`config.mk`:
```
export PLATFORM = sky130hd
export DESIGN_NAME = sap1_fetch_unit
export DESIGN_NICKNAME = d
export VERILOG_FILES = /design/src/rtl/sap1_pkg.sv /design/src/rtl/sap1_ram16x8.sv /design/src/rtl/sap1_fetch_unit.sv
export SDC_FILE = /design/constraint.sdc
export NUM_CORES = 1
export LEC_CHECK = 0
export CAP_MARGIN = 20
export CORE_AREA = 2 2 146 148
export CTS_BUF_LIST = sky130_fd_sc_hd__clkbuf_4
export DETAILED_ROUTE_END_ITERATION = 8
export DIE_AREA = 0 0 148 150
export SYNTH_ARGS = -nofsm -noshare
export SYNTH_HDL_FRONTEND = slang
export SYNTH_SLANG_ARGS = --single-unit
```
`constraint.sdc`:
```
create_clock -name clk -period 1.7 [get_ports clk]
set_input_delay 0.17 -clock clk [delete_from_list [all_inputs] [get_ports clk]]
set_output_delay 0.17 -clock clk [all_outputs]
set_load 0.03 [all_outputs]
```
`src/rtl/sap1_pkg.sv`:
```
// Shared SAP-1 definitions: control-word layout, opcodes and source-count helper.
// Pure types/constants; no timing or flow control of its own.
package sap1_pkg;

    localparam int CW_W = 12;

    localparam int CW_CP   = 11;
    localparam int CW_EP   = 10;
    localparam int CW_LM_N = 9;
    localparam int CW_CE_N = 8;
    localparam int CW_LI_N = 7;
    localparam int CW_EI_N = 6;
    localparam int CW_LA_N = 5;
    localparam int CW_EA   = 4;
    localparam int CW_SU   = 3;
    localparam int CW_EU   = 2;
    localparam int CW_LB_N = 1;
    localparam int CW_LO_N = 0;

    localparam logic [3:0] LDA = 4'd0;
    localparam logic [3:0] ADD = 4'd1;
    localparam logic [3:0] SUB = 4'd2;
    localparam logic [3:0] OUT = 4'd14;
    localparam logic [3:0] HLT = 4'd15;

    // Field order matches the bit indices above, MSB first.
    typedef struct packed {
        logic cp;
        logic ep;
        logic lm_n;
        logic ce_n;
        logic li_n;
        logic ei_n;
        logic la_n;
        logic ea;
        logic su;
        logic eu;
        logic lb_n;
        logic lo_n;
    } ctrl_word_t;

    // Number of fetch-unit W-bus sources a control word enables (0..3).
    function automatic logic [1:0] cw_src_count(input ctrl_word_t cw);
        return {1'b0, cw.ep} + {1'b0, ~cw.ce_n} + {1'b0, ~cw.ei_n};
    endfunction

endpackage

```
`src/rtl/sap1_ram16x8.sv`:
```
// Program/data RAM: synchronous write, asynchronous (0-cycle) read, no reset.
// Latency: write visible one edge later; no backpressure, writes always accepted.
module sap1_ram16x8 #(
    parameter int ADDR_W = 4,
    parameter int DATA_W = 8
) (
    input  logic              clk,
    input  logic              i_we,
    input  logic [ADDR_W-1:0] i_waddr,
    input  logic [DATA_W-1:0] i_wdat,
    input  logic [ADDR_W-1:0] i_raddr,
    output logic [DATA_W-1:0] o_rdat
);

    logic [DATA_W-1:0] r_mem [2**ADDR_W];

    always_ff @(posedge clk) begin
        if (i_we) begin
            r_mem[i_waddr] <= i_wdat;
        end
    end

    assign o_rdat = r_mem[i_raddr];

endmodule

```
`src/rtl/sap1_fetch_unit.sv`:
```
// SAP-1 fetch stage: PC, MAR, RAM, IR and the internal W-bus source mux.
// Loads land on the rising edge after the control word; halt/prog_mode freeze state.
module sap1_fetch_unit
    import sap1_pkg::*;
#(
    parameter int ADDR_W = 4,
    parameter int DATA_W = 8
) (
    input  logic                     clk,
    input  logic                     reset_n,
    input  logic [CW_W-1:0]          ctrl_word,
    input  logic                     halt,
    input  logic [DATA_W-1:0]        bus_in,
    input  logic                     prog_mode,
    input  logic                     prog_we,
    input  logic [ADDR_W-1:0]        prog_addr,
    input  logic [DATA_W-1:0]        prog_data,
    output logic [DATA_W-ADDR_W-1:0] opcode,
    output logic [DATA_W-1:0]        bus_out,
    output logic                     bus_drive,
    output logic [ADDR_W-1:0]        pc,
    output logic                     bus_conflict
);

    localparam int PAD_W = DATA_W - ADDR_W;

    ctrl_word_t        w_cw;
    logic [1:0]        w_src_cnt;
    logic [DATA_W-1:0] w_ram_dat;
    logic [DATA_W-1:0] w_int_dat;
    logic              w_int_drv;
    logic [DATA_W-1:0] w_eff_bus;
    logic              w_run;
    logic              w_unused;

    logic [ADDR_W-1:0] r_pc;
    logic [ADDR_W-1:0] r_mar;
    logic [DATA_W-1:0] r_ir;
    logic              r_conflict;

    assign w_cw      = ctrl_word;
    assign w_src_cnt = cw_src_count(w_cw);
    assign w_run     = !prog_mode && !halt;

    // Accumulator/ALU/output-register controls belong to other datapath blocks.
    assign w_unused = ^{w_cw.la_n, w_cw.ea, w_cw.su, w_cw.eu, w_cw.lb_n, w_cw.lo_n};

    sap1_ram16x8 #(
        .ADDR_W (ADDR_W),
        .DATA_W (DATA_W)
    ) u_ram (
        .clk     (clk),
        .i_we    (prog_mode && prog_we),
        .i_waddr (prog_addr),
        .i_wdat  (prog_data),
        .i_raddr (r_mar),
        .o_rdat  (w_ram_dat)
    );

    // Priority Ep > CE > Ei only resolves a conflict; the flag below records it.
    always_comb begin
        w_int_dat = '0;
        w_int_drv = 1'b0;
        if (!prog_mode) begin
            if (w_cw.ep) begin
                w_int_dat = {{PAD_W{1'b0}}, r_pc};
                w_int_drv = 1'b1;
            end else if (!w_cw.ce_n) begin
                w_int_dat = w_ram_dat;
                w_int_drv = 1'b1;
            end else if (!w_cw.ei_n) begin
                w_int_dat = {{PAD_W{1'b0}}, r_ir[ADDR_W-1:0]};
                w_int_drv = 1'b1;
            end
        end
    end

    assign w_eff_bus = w_int_drv ? w_int_dat : bus_in;

    always_ff @(posedge clk or negedge reset_n) begin
        if (!reset_n) begin
            r_pc       <= '0;
            r_mar      <= '0;
            r_ir       <= '0;
            r_conflict <= 1'b0;
        end else begin
            if (!prog_mode && (w_src_cnt >= 2'd2)) begin
                r_conflict <= 1'b1;
            end
            if (w_run) begin
                if (w_cw.cp) begin
                    r_pc <= r_pc + 1'b1;
                end
                if (!w_cw.lm_n) begin
                    r_mar <= w_eff_bus[ADDR_W-1:0];
                end
                if (!w_cw.li_n) begin
                    r_ir <= w_eff_bus;
                end
            end
        end
    end

    assign opcode       = r_ir[DATA_W-1:ADDR_W];
    assign bus_out      = w_int_dat;
    assign bus_drive    = w_int_drv;
    assign pc           = r_pc;
    assign bus_conflict = r_conflict;

endmodule

```
# == Word-level counts from Yosys, hierarchy flattened ==
# Memory sizes are Yosys's and may differ from the RTL's.
# Index checks and enable logic that the tools add are counted.
# op_classes
add_sub_neg,3
n_lt_le_gt_ge,1
muxes,11
bitwise_logic,4
reduce_logical,8
# ops
operator,n
two-way mux 8 bit,4
two-way mux 1 bit,6
AND reduction 2 bit,3
"adder 4 x 1 -> 4 bit, second input constant",1
two-way mux 4 bit,1
inverter 1 bit,4
logical AND 1 bit,3
adder 1 x 1 -> 2 bit,1
adder 2 x 1 -> 2 bit,1
"greater-or-equal comparator 2 bit, second input constant",1
logical NOT 1 bit,2
# word_totals
reg_bits,17
mem_bits_rw,128
in_bits,37
output_inout_bits,18
n_memories,1
# mem_list
memory,words,word_bits,rd,rd_ports_with_merged_regs,write_ports,line_no,source
u_ram.r_mem,16,8,1,0,1,sap1_ram16x8.sv:15,logic [DATA_W-1:0] r_mem [2**ADDR_W];

# == Depth between registers and ports, before layout ==
# Gate-level depths: netlist of run 1.
# logic_depth
word_depth,5
mapped_depth,8
depth_no_buf,5

# == Cells and area by module ==
# Synthesis of run 1 repeated with hierarchy kept, for this count alone.
# unflattened
hier_cells,326
hier_area_um2,6019.5
# modules_own_cells
mod,instances,cells_per_inst,area_each_um2,seq_area_each_um2
sap1_ram16x8,1,221,4987.3,3843.7
sap1_fetch_unit,1,105,1032.2,425.4

# == Least setup slack after synthesis of run 1 ==
# OpenSTA, ideal clock, no wires.
# synth_timing
path_kind,register to output
start,register r_mar[0]
end,output bus_out[0]
t_arrival_ps,1909
setup_slack_ps,-379
stages_incl_launch_ff,8
cell_sequence,dfrtp_1 buf_6 buf_4 buf_4 a211oi_1 o31ai_1 nor2_1 nor3_1
# synth_via
elab_chain_len,4
# synth_rtl
element,line_no,source
from (decl),sap1_fetch_unit.sv:37,logic [ADDR_W-1:0] r_mar;
from (signal assigned),sap1_fetch_unit.sv:95,r_mar <= w_eff_bus[ADDR_W-1:0];
memory (16 x 8 bit),n/a,
two-way mux 8 bit,sap1_fetch_unit.sv:68,end else if (!w_cw.ce_n) begin
two-way mux 8 bit,sap1_fetch_unit.sv:65,if (w_cw.ep) begin
two-way mux 8 bit,sap1_fetch_unit.sv:64,if (!prog_mode) begin
to (decl),sap1_fetch_unit.sv:19,"output logic [DATA_W-1:0] bus_out,"
# Every way passes these cells.

# == Worst setup path after layout of run 1 ==
# layout_timing
start,register r_mar[0]
end,output bus_out[6]
# The elaborated chain is that of the path after synthesis.

==> results of run 1 <==
-- metrics by stage --
step           cells  worst slack (ps)  utilization  total power (W)  setup TNS [ps]
6_report         830              -731        0.405           0.0103           -6950
3_5_place_dp     784              -383        0.358          0.00668          -25800
4_1_cts          821              -771        0.387          0.00978           -6830
5_1_grt          830              -856        0.405           0.0107           -8680
2_1_floorplan    414              -141            -          0.00571           -5430
3_3_place_gp     784              -323        0.358          0.00665          -21510
-- synth_stat cells, types with 5 or more instances --
master | instances | area, um^2
edfxtp_1 | 128 | 3840
mux2_2 | 27 | 304
nor2_1 | 27 | 101
mux2i_1 | 20 | 200
nand2_1 | 20 | 75.1
o21ai_0 | 20 | 100
a21oi_1 | 19 | 95.1
nor3_1 | 19 | 95.1
nor2b_1 | 18 | 113
dfrtp_1 | 17 | 425
a211oi_1 | 12 | 90.1
o22ai_1 | 10 | 62.6
mux2_1 | 8 | 90.1
buf_4 | 7 | 52.6
clkbuf_1 | 7 | 26.3
a22oi_1 | 5 | 37.5
nand2b_1 | 5 | 31.3
o31ai_1 | 5 | 37.5
-- layout by cell type, fill, tap and decap left out, drive strengths merged, types with 2 or more instances in the layout --
| cell type | netlist | routed |
|---|---|---|
| nand2 | 20 | 20 |
| dlymetal6s2s | 0 | 2 |
| or3 | 3 | 3 |
| inv | 3 | 5 |
| nor2b | 18 | 18 |
| mux2i | 20 | 20 |
| mux2 | 35 | 35 |
| o21ai | 21 | 21 |
| clkdlybuf4s50 | 0 | 28 |
| a22o | 4 | 4 |
| nand4 | 2 | 2 |
| a21o | 3 | 3 |
| nor3 | 19 | 19 |
| ha | 2 | 2 |
| bufinv | 0 | 7 |
| xnor2 | 2 | 2 |
| a211oi | 12 | 12 |
| dfrtp | 17 | 17 |
| a21oi | 19 | 19 |
| dlygate4sd2 | 0 | 9 |
| buf | 14 | 89 |
| o31ai | 5 | 5 |
| clkbuf | 8 | 20 |
| clkinv | 0 | 5 |
| edfxtp | 128 | 128 |
| a22oi | 5 | 5 |
| nor2 | 27 | 27 |
| or2 | 2 | 2 |
| nand2b | 5 | 5 |
| o22ai | 10 | 10 |
-- metal layers --
layer  GRT usage  routed length (um)
met4      0.0424                 105
met1       0.165                6480
met2       0.234                7720
met3      0.0399                 867
met5           0                   0
-- how the worst min path moves through the flow --
stage / startpoint / slack [ps] / end / depth (start not counted)
after floorplan: reset_n / -130 / bus_conflict / 0
after global routing: prog_mode / 170 / bus_conflict / 3
after global placement: bus_conflict / 460 / bus_conflict / 1
final: prog_mode / 180 / bus_conflict / 3
after detailed placement: r_ir[6] / 480 / r_ir[6] / 2
after CTS: bus_in[6] / 280 / r_ir[6] / 3
-- repair_timing --
| action | CTS | global route |
|---|---|---|
| hold endpoints to repair | 17 | 0 |
| cloned | 1 | 2 |
| pin swaps | 6 | 30 |
| setup endpoints to repair | 29 | 21 |
| hold buffers | 1 | 0 |
| resized for setup | 52 | 67 |
| setup buffers | 3 | 8 |
-- cell type report --
| cell class | instances | area share |
|---|---|---|
| clock buffers | 18 | 0.0161 |
| clock inverters | 14 | 0.0309 |
| inverters | 3 | 0.00134 |
| multi-input cells | 244 | 0.250 |
| flip-flops and latches | 145 | 0.510 |
| well taps | 275 | 0.0411 |
| repair buffers | 131 | 0.150 |
-- kinds of logic after synthesis --
| group | Yosys count |
|---|---|
| buffers and inverters | 25 |
| and+or+nand+nor | 100 |
| DFF | 145 |
| AOI/OAI and AO/OA | 84 |
| muxes | 55 |
| xor gates and xnor gates | 3 |
| adders and majority gates | 2 |
-- power by group --
group	switching, W	total, W	internal [W]
Combinational	0.00167	0.00325	0.00158
Clock	0.00121	0.00284	0.00163
Sequential	0.000151	0.00419	0.00404
Total	0.00303	0.0103	0.00725
-- sequential cells by signal, summed over array words and instances, names as in the netlist --
signal / count
bus_conflict: 1
pc: 4
r_mar: 4
r_ir: 8
u_ram.r_mem: 128
-- worst register-to-register path: stages (launching register included) --
cell and delay (ps):
dfrtp_2 390, buf_12 140, buf_12 150, buf_8 150
buf_6 120, mux2i_4 230, a21oi_2 80, a22o_1 240
buf_4 150, a21o_1 160
==> metrics.md, run 1 <==
| Metric | Value |
|---|---|
| Post-synthesis simple-gate area fraction | `0.0802` |
| Cell Area, Placed | `7400 um^2` |
| Post-synthesis adder-cell area fraction | `0.00411` |
| Design area | `8380 um^2` |
| CP Max Fanout | `13` |
| Initial antenna violation count | `0` |
| Synth Net Count | `453` |
| Post-synth EDFFs | `128` |
| CP Data Arrival Time | `2260 ps` |
| Slowest CP cell | `dfrtp_2` |
| Yosys warns | `0` |
| Pin count of the biggest net entering global routing | `18` |
| Register area share after synthesis | `0.702` |
| Fillers | `1,927` |
| Mapped Area | `6080 um^2` |
| Final Cycle Share | `1.43` |
| Initial Util | `0.294` |
| Hold Fails Final Rpt | `0` |
| Mapped Avg Cell Area | `14.7 um^2` |
| H-tree depth | `4` |
| FF+latch count, synth | `145` |
| Req. time, crit path | `1530 ps` |
| Most used cell, CP | `buf_12` |
| Max Clk Rate | `411 MHz` |
| Largest family of logic cells by synthesized area | `multiplexers` |
| Vias/cell | `4.67` |
| Wire per inst | `18.3 um` |
| Failing checks | `setup timing` |
| Iter 0 DRT Violations | `368` |
| I/O Pins | `55` |
| MaxCap Viol Count | `0` |
| FF-to-FF End | `r_ir[5]` |
| Crit path buf inv count | `3` |
| Layout area overhead | `37.7%` |
| GRT overflow | `0` |
| Power density over cell area | `1230 nW/um^2` |
| Final WS setup | `-731 ps` |
| Number of setup violations in the final report | `20` |
| Root Buffer | `clkbuf_4` |
| XOR/XNOR Fraction of Synth Area | `0.00432` |
| Critical path, cell by cell | `buf_12 -> buf_12 -> mux2i_2 -> a22o_1 -> or3_4 -> o21ai_2 -> buf_6` |
| Worst slew margin | `0.593` |
| CP peak stage delay | `430 ps` |
| First-pass GRT wire length | `22,500 um` |
| Clk Latency, worst-skew pair | `510 ps` |
| I/O Buffers | `48` |
| RSZ-0062 raised after global routing | `yes` |
| Post-synth ARST share | `0.117` |
| Post-synthesis compound-gate area fraction | `0.0866` |
| Least-Margin Pin Slew | `608 ps` |
| Leakage | `3.05 nW` |
| CP endpoint | `bus_out[6]` |
| Die Ht | `150 um` |
| Final min period | `2430 ps` |
| DR vias | `3,875` |
| Area occupied by multi-input gates | `2100 um^2` |
| DRC Markers | `0` |
| CTS sink count | `145` |
| Antenna-violating nets left | `0` |
| R2R Setup Slk | `-220 ps` |
| Num CTS Buffers | `17` |
| Post-synthesis cell count | `414` |
| Maximum vdd drop | `0.459 mV` |
| Hold Slack | `180 ps` |
| CTS tree | `done` |
| Post-synthesis mux area share | `0.0977` |
| DIE AREA | `22,200 um^2` |
| WP depth | `7` |
| Reg2Reg Launch Point | `r_mar[0]` |
| Worst Reg-to-Reg Cells | `9` |
| Most used DFF post-synth | `edfxtp_1` |
| Layout cells sized above 1 | `0.395` |
| CTS Buffer Depth | `2` |
| Cell variety after synth | `42` |
| Fin. max-slew vios | `0` |
| Crit. Startpoint | `r_mar[0]` |
| Final antenna diode count | `0` |
| Final Wtd Congestion | `0.874` |
| Setup crit end kind | `output pin` |
| Status | `complete, but fails checks` |
| Core area | `20,700 um^2` |
| Die Wd | `148 um` |
| Kind of critical path | `reg -> out` |
| First-pass detailed-route iteration total | `5` |
| WL final | `15,200 um` |
| Hold Path Class | `in -> reg` |
| Vias in the first global route | `4,051` |
| Nets | `581` |
| Reg area | `4270 um^2` |
| Total global-route track usage | `0.136` |
| Post-DP HPWL | `10,400 um` |
| Clock-pin slew on the worst setup and hold paths | `130 ps` |
| Setup crit start kind | `register` |
| Clk_skew | `15.9 ps` |
| Std-Cell Rows | `53` |
| Crit-path leading delay family | `buffers and inverters` |
Note: power is estimated with default switching activity, not from simulation.
==> inputs of run 2 (changes only) <==
--- a/config.mk
+++ b/config.mk
@@ -10,6 +10,8 @@
 export CTS_BUF_LIST = sky130_fd_sc_hd__clkbuf_4
 export DETAILED_ROUTE_END_ITERATION = 8
 export DIE_AREA = 0 0 148 150
+export GPL_TIMING_DRIVEN = 0
+export SLEW_MARGIN = 5
 export SYNTH_ARGS = -nofsm -noshare
 export SYNTH_HDL_FRONTEND = slang
 export SYNTH_SLANG_ARGS = --single-unit
==> metrics.md, run 2 (synthesis results as in run 1) <==
| Metric | Value |
|---|---|
| Hold Slack | `70.9 ps` |
| Cells after DPL | `738` |
| I/O Buffers | `48` |
| CTS sink count | `145` |
| CTS tree | `done` |
| First-pass detailed-route iteration total | `4` |
| Largest regs | `u_ram.r_mem: 128 flops, r_ir: 8 flops` |
| CTS Buffer Depth | `2` |
| Final Util | `0.379` |
| I/O Pins | `55` |
| Final Cycle Share | `1.47` |
| Most common cell after layout, fill and taps aside | `edfxtp_1` |
| Hold Fails Final Rpt | `0` |
| Clk_skew | `15.9 ps` |
| Total global-route track usage | `0.137` |
| Post-DP HPWL | `10,100 um` |
| Least-Margin Pin Slew | `956 ps` |
| CP Max Fanout | `9` |
| Max Clk Rate | `399 MHz` |
| Final Wtd Congestion | `0.803` |
| Reg area | `4270 um^2` |
| Initial Util | `0.294` |
| Num CTS Buffers | `17` |
| Antenna-violating nets left | `0` |
| Layout area overhead | `29.0%` |
| Nets | `534` |
| Layout cells sized above 1 | `0.348` |
| Dpl ws | `-1380 ps` |
| DRC Markers | `0` |
| Area occupied by multi-input gates | `2080 um^2` |
| Req. time, crit path | `1530 ps` |
| Fillers | `1,951` |
| Failing checks | `setup timing` |
| Leakage | `2.63 nW` |
| Iter 0 DRT Violations | `273` |
| Most frequent cells in the layout | `edfxtp_1, mux2_2, clkdlybuf4s50_1, clkbuf_4` |
| Wire per inst | `19.1 um` |
| Final WS setup | `-806 ps` |
| GRT overflow | `0` |
| MaxCap Viol Count | `0` |
| Clock-pin slew on the worst setup and hold paths | `130 ps` |
| First-pass GRT wire length | `22,400 um` |
| Vias/cell | `4.80` |
| Status | `complete, but fails checks` |
| Pin count of the biggest net entering global routing | `18` |
| Final min period | `2510 ps` |
| Setup crit start kind | `register` |
| Clk Latency, worst-skew pair | `540 ps` |
| Non-Filler Instances | `784` |
| RSZ-0062 raised after global routing | `yes` |
| Number of setup violations in the final report | `20` |
| Vias in the first global route | `3,784` |
| Maximum vdd drop | `0.366 mV` |
| DR vias | `3,761` |
| Std-Cell Rows | `53` |
| Max reg flops | `128` |
| Die Ht | `150 um` |
| Total power | `0.00916 W` |
| Kind of critical path | `reg -> out` |
| Setup crit end kind | `output pin` |
| Worst slew margin | `0.358` |
| Die Wd | `148 um` |
| DIE AREA | `22,200 um^2` |
| Fin. max-slew vios | `0` |
| H-tree depth | `4` |
| Core area | `20,700 um^2` |
| Root Buffer | `clkbuf_4` |
| Largest Register | `u_ram.r_mem` |
| Initial antenna violation count | `1` |
| CP Data Arrival Time | `2340 ps` |
| WL final | `15,000 um` |
| Hold Path Class | `in -> async` |
| Power density over cell area | `1170 nW/um^2` |
==> run 2: cell types whose count changed in the layout (fill, tap and decap cells not counted), sizes merged <==
cell	before	now
diode	0	1
clkdlybuf4s50	28	27
clkbuf	20	27
buf	89	37
inv	5	4
bufinv	7	2
clkdlybuf4s15	0	2
dlygate4sd3	1	0
dlymetal6s2s	2	0
clkinvlp	0	6
==> run 2: area by class of cell <==
cell class                      instances  area share
Tap cell                              275      0.0438
Sequential cell                       145       0.544
Timing Repair Buffer                   64      0.0807
Multi-Input combinational cell        244       0.265
Clock inverter                         14      0.0180
Inverter                                3     0.00143
Antenna cell                            1    0.000319
Clock buffer                           18      0.0172
Buffer                                 20      0.0292
==> run 2: worst paths after layout <==
kind	from	endpoint	slack, ps	cells after the start
setup / recovery	r_mar[0]	bus_out[1]	-810	8
hold / removal	reset_n	r_ir[6]	70	1
setup reg to reg	r_mar[0]	r_ir[7]	-350	9
hold reg to reg	bus_conflict	bus_conflict	490	1
max in group asynchronous	reset_n	r_mar[2]	1090	1
min in group clk	ctrl_word[10]	bus_conflict	210	4
==> run 2: critical path, cell delays in order (launching register included) <==
cell,delay (ps)
dfrtp_2,470
buf_12,170
clkbuf_16,150
nor2b_1,230
a211oi_4,70
o31ai_4,350
nor2_2,90
nor3_4,130
buf_6,150
==> run 2: stage by stage <==
step / setup TNS [ps] / instance area [um^2]
2_1_floorplan: -5430 / 6160
3_5_place_dp: -171430 / 6990
6_report: -8340 / 7850
5_1_grt: -10590 / 7850
3_3_place_gp: -169140 / 6980
4_1_cts: -9090 / 7620
==> run 2: repair_timing <==
| item | 4_1_cts | 5_1_grt |
|---|---|---|
| buffers inserted | 8 | 6 |
| hold buffers | 0 | 0 |
| endpoints found under the setup margin | 158 | 71 |
| pin swaps | 9 | 11 |
| resized for setup | 139 | 47 |
| cloned | 0 | 1 |
==> run 2: report_power, final <==
part	internal [W]	switching (W)
Clock	0.000878	0.00124
Sequential	0.00403	0.000171
Combinational	0.00131	0.00153
==> run 2: routing by layer <==
| metal | GRT usage | vias to the layer above | share of wire |
|---|---|---|---|
| met5 | 0 | - | 0 |
| met4 | 0.0495 | 0 | 0.0086 |
| met3 | 0.0415 | 6 | 0.068 |
| met2 | 0.211 | 117 | 0.49 |
| met1 | 0.184 | 1880 | 0.43 |
| li1 | - | 1758 | - |
==> inputs of run 3 (changes only) <==
--- a/config.mk
+++ b/config.mk
@@ -6,12 +6,14 @@
 export NUM_CORES = 1
 export LEC_CHECK = 0
 export CAP_MARGIN = 20
-export CORE_AREA = 2 2 146 148
+export CORE_AREA = 2 2 145 147
 export CTS_BUF_LIST = sky130_fd_sc_hd__clkbuf_4
 export DETAILED_ROUTE_END_ITERATION = 8
-export DIE_AREA = 0 0 148 150
+export DIE_AREA = 0 0 147 149
 export GPL_TIMING_DRIVEN = 0
+export SKIP_LAST_GASP = 1
 export SLEW_MARGIN = 5
 export SYNTH_ARGS = -nofsm -noshare
 export SYNTH_HDL_FRONTEND = slang
+export SYNTH_HIERARCHICAL = 1
 export SYNTH_SLANG_ARGS = --single-unit
==> metrics.md, run 3 <==
| Metric | Value |
|---|---|
| Req. time, crit path | `1530 ps` |
| GR Util met1 | `0.172` |
| Cells after DPL | `652` |
| Max Clk Rate | `345 MHz` |
| Cell Area, Placed | `6900 um^2` |
| Std-Cell Rows | `53` |
| Yosys warns | `6` |
| I/O Buffers | `48` |
| Worst slew margin | `0.400` |
| H-tree depth | `4` |
| MaxCap Viol Count | `0` |
| Most common cell after layout, fill and taps aside | `edfxtp_1` |
| Switch Pwr | `0.00244 W` |
| Area leader, netlist | `edfxtp_1` |
| FF-to-FF End | `r_mar[3]` |
| Fillers | `1,946` |
| Vias/cell | `4.64` |
| Most frequent cells in the layout | `edfxtp_1, mux4_2, clkdlybuf4s50_1, nor2_1, buf_4` |
| Pin count of the biggest net entering global routing | `18` |
| Final antenna diode count | `0` |
| CTS Buffer Depth | `2` |
| Register area share after synthesis | `0.709` |
| GRT overflow | `0` |
| Cell variety after synth | `38` |
| Hold Fails Final Rpt | `0` |
| Post-synthesis cell count | `326` |
| Hold Slack | `94.4 ps` |
| Int Power | `0.00594 W` |
| R2R Setup Slk | `-610 ps` |
| Antenna-violating nets left | `0` |
| Synth area leaders | `edfxtp_1, dfrtp_1, mux4_2` |
| I/O Pins | `55` |
| Final Wtd Congestion | `0.734` |
| RSZ-0062 raised after global routing | `yes` |
| Failing checks | `setup timing` |
| Synth top area share | `0.639` |
| Worst Reg-to-Reg Cells | `9` |
| Critical path, cell by cell | `buf_6 -> buf_12 -> mux4_2 -> a22oi_2 -> nand2_1 -> and2b_1 -> o311ai_4 -> inv_2 -> buf_4` |
| Power density over cell area | `1100 nW/um^2` |
| Kind of critical path | `reg -> out` |
| Wire per inst | `18.7 um` |
| FF+latch count, synth | `145` |
| Met3 usage | `0.0434` |
| CP Max Fanout | `6` |
| Crit-path leading delay family | `multiplexers` |
| Initial antenna violation count | `0` |
| Largest Register | `u_ram/r_mem` |
| Busiest metal layer after global routing | `met2` |
| Num CTS Buffers | `17` |
| Count leader, synth | `edfxtp_1` |
| Leakage | `2.56 nW` |
| Total global-route track usage | `0.126` |
| WL final | `13,200 um` |
| Nets | `457` |
| Least-Margin Pin Slew | `896 ps` |
| Crit path buf inv count | `4` |
| Status | `complete, but fails checks` |
| Most used DFF post-synth | `edfxtp_1` |
| Layout cells sized above 1 | `0.394` |
| Clock-pin slew on the worst setup and hold paths | `120 ps` |
| Hold Path Class | `in -> async` |
| Fin. max-slew vios | `0` |
| Initial Util | `0.293` |
| Clk pwr share | `0.259` |
| Sw Ratio | `0.291` |
| CP Data Arrival Time | `2730 ps` |
| Root Buffer | `clkbuf_4` |
| Setup crit end kind | `output pin` |
| Final Cycle Share | `1.70` |
| Post-synth EDFFs | `128` |
| DRC Markers | `0` |
| Met2 Usage GRT | `0.194` |
| Clk Latency, worst-skew pair | `540 ps` |
| Final Util | `0.371` |
| Post-DP HPWL | `8540 um` |
| Vias in the first global route | `3,395` |
| DIE AREA | `21,900 um^2` |
| Clk_skew | `15.0 ps` |
| Maximum vdd drop | `0.400 mV` |
| Sequential share of power | `0.492` |
| First-pass GRT wire length | `20,100 um` |
| CTS sink count | `145` |
| Synth cell count leaders | `edfxtp_1, nor2_1, mux4_2, nand2_1, dfrtp_1` |
| Post-synth ARST share | `0.117` |
| Slowest CP cell | `mux4_2` |
| Setup crit start kind | `register` |
| Mapped Avg Cell Area | `18.5 um^2` |
| Number of setup violations in the final report | `20` |
| Reg2Reg Launch Point | `r_mar[0]` |
| Die Wd | `147 um` |
| Total power | `0.00839 W` |
| First-pass detailed-route iteration total | `4` |
| Max reg flops | `128` |
| Core area | `20,600 um^2` |
| Design area | `7630 um^2` |
| CTS tree | `done` |
| Die Ht | `149 um` |
| Mapped Area | `6020 um^2` |
| DR vias | `3,274` |
| Final min period | `2900 ps` |
| Largest regs | `u_ram/r_mem: 128 flops, r_ir: 8 flops` |
| Synth Net Count | `365` |
| Comb power frac | `0.249` |
| CP peak stage delay | `550 ps` |
| Iter 0 DRT Violations | `249` |
| Layout area overhead | `26.7%` |
| Non-Filler Instances | `706` |
| Final WS setup | `-1200 ps` |
run 3: cell count changes after synthesis, sizes merged, moves of 10 or more:
cell | before | now
a31oi | 1 | 12
mux2i | 20 | 0
o21ai | 21 | 4
mux4 | 0 | 32
a211oi | 12 | 0
a21oi | 19 | 1
nor3 | 19 | 7
mux2 | 35 | 1
o22ai | 10 | 0
nor2b | 18 | 2
a22oi | 5 | 16
run 3: stage by stage:
stage | setup slack, ps | TNS [ps]
floorplan | -423 | -4590
global placement | -1290 | -131110
detailed placement | -1310 | -124020
CTS | -1280 | -16440
global route | -1330 | -17250
finish | -1200 | -15240
run 3: power groups by stage:
stage / clock [W] / combinational (W) / sequential, W
floorplan: 0 / 0.000984 / 0.00427
global placement: 0 / 0.00165 / 0.00420
detailed placement: 0 / 0.00168 / 0.00421
CTS: 0.00225 / 0.00201 / 0.00413
global route: 0.00241 / 0.00223 / 0.00415
finish: 0.00217 / 0.00209 / 0.00413
run 3: worst max-delay path by stage:
stage | to | cells past startpoint | from | slack [ps]
floorplan | bus_out[1] | 8 | r_mar[0] | -420
global placement | bus_out[0] | 9 | r_mar[0] | -1290
detailed placement | bus_out[0] | 9 | r_mar[0] | -1310
CTS | bus_out[0] | 9 | r_mar[0] | -1280
global route | bus_out[1] | 9 | r_mar[0] | -1330
finish | bus_out[3] | 9 | r_mar[0] | -1200
run 3: layer usage:
layer	vias to the layer above	routed length (um)
met1	1690	6170
met5	-	0
met3	8	740
met2	95	6240
met4	0	90
li1	1481	-
run 3: cells by family after synthesis:
family	Yosys count	share of synthesized area
flip-flops	145	0.709
adder cells (fa/ha/maj)	2	0.00416
AND/OR/NAND/NOR	76	0.0696
multiplexers	33	0.130
buffers and inverters	29	0.0324
AO/OA/AOI/OAI	38	0.0499
XOR/XNOR	3	0.00437
run 3: cell type report:
class | instances | area [um^2] | share of cell area
Timing Repair Buffer | 73 | 733 | 0.0961
Multi-Input combinational cell | 152 | 1760 | 0.230
Buffer | 18 | 195 | 0.0256
Clock inverter | 14 | 153 | 0.0200
Clock buffer | 18 | 135 | 0.0177
Inverter | 11 | 41.3 | 0.00541
Sequential cell | 145 | 4270 | 0.560
Tap cell | 275 | 344 | 0.0451
run 3: repair_timing:
item                       4_1_cts  5_1_grt
resized for setup              114       38
buffers inserted                19        6
gates cloned                     1        0
hold buffers                     0        0
pin swaps                       17       18
setup endpoints to repair      155       21
run 3: worst reg2reg max path, stage by stage, from the launching register on:
cell and delay [ps]:
dfrtp_1 390, buf_6 170, buf_12 140, mux4_2 560, a22oi_2 170, nand2_1 60, and2b_1 190, o311ai_4 280
buf_6 150, a31oi_1 70
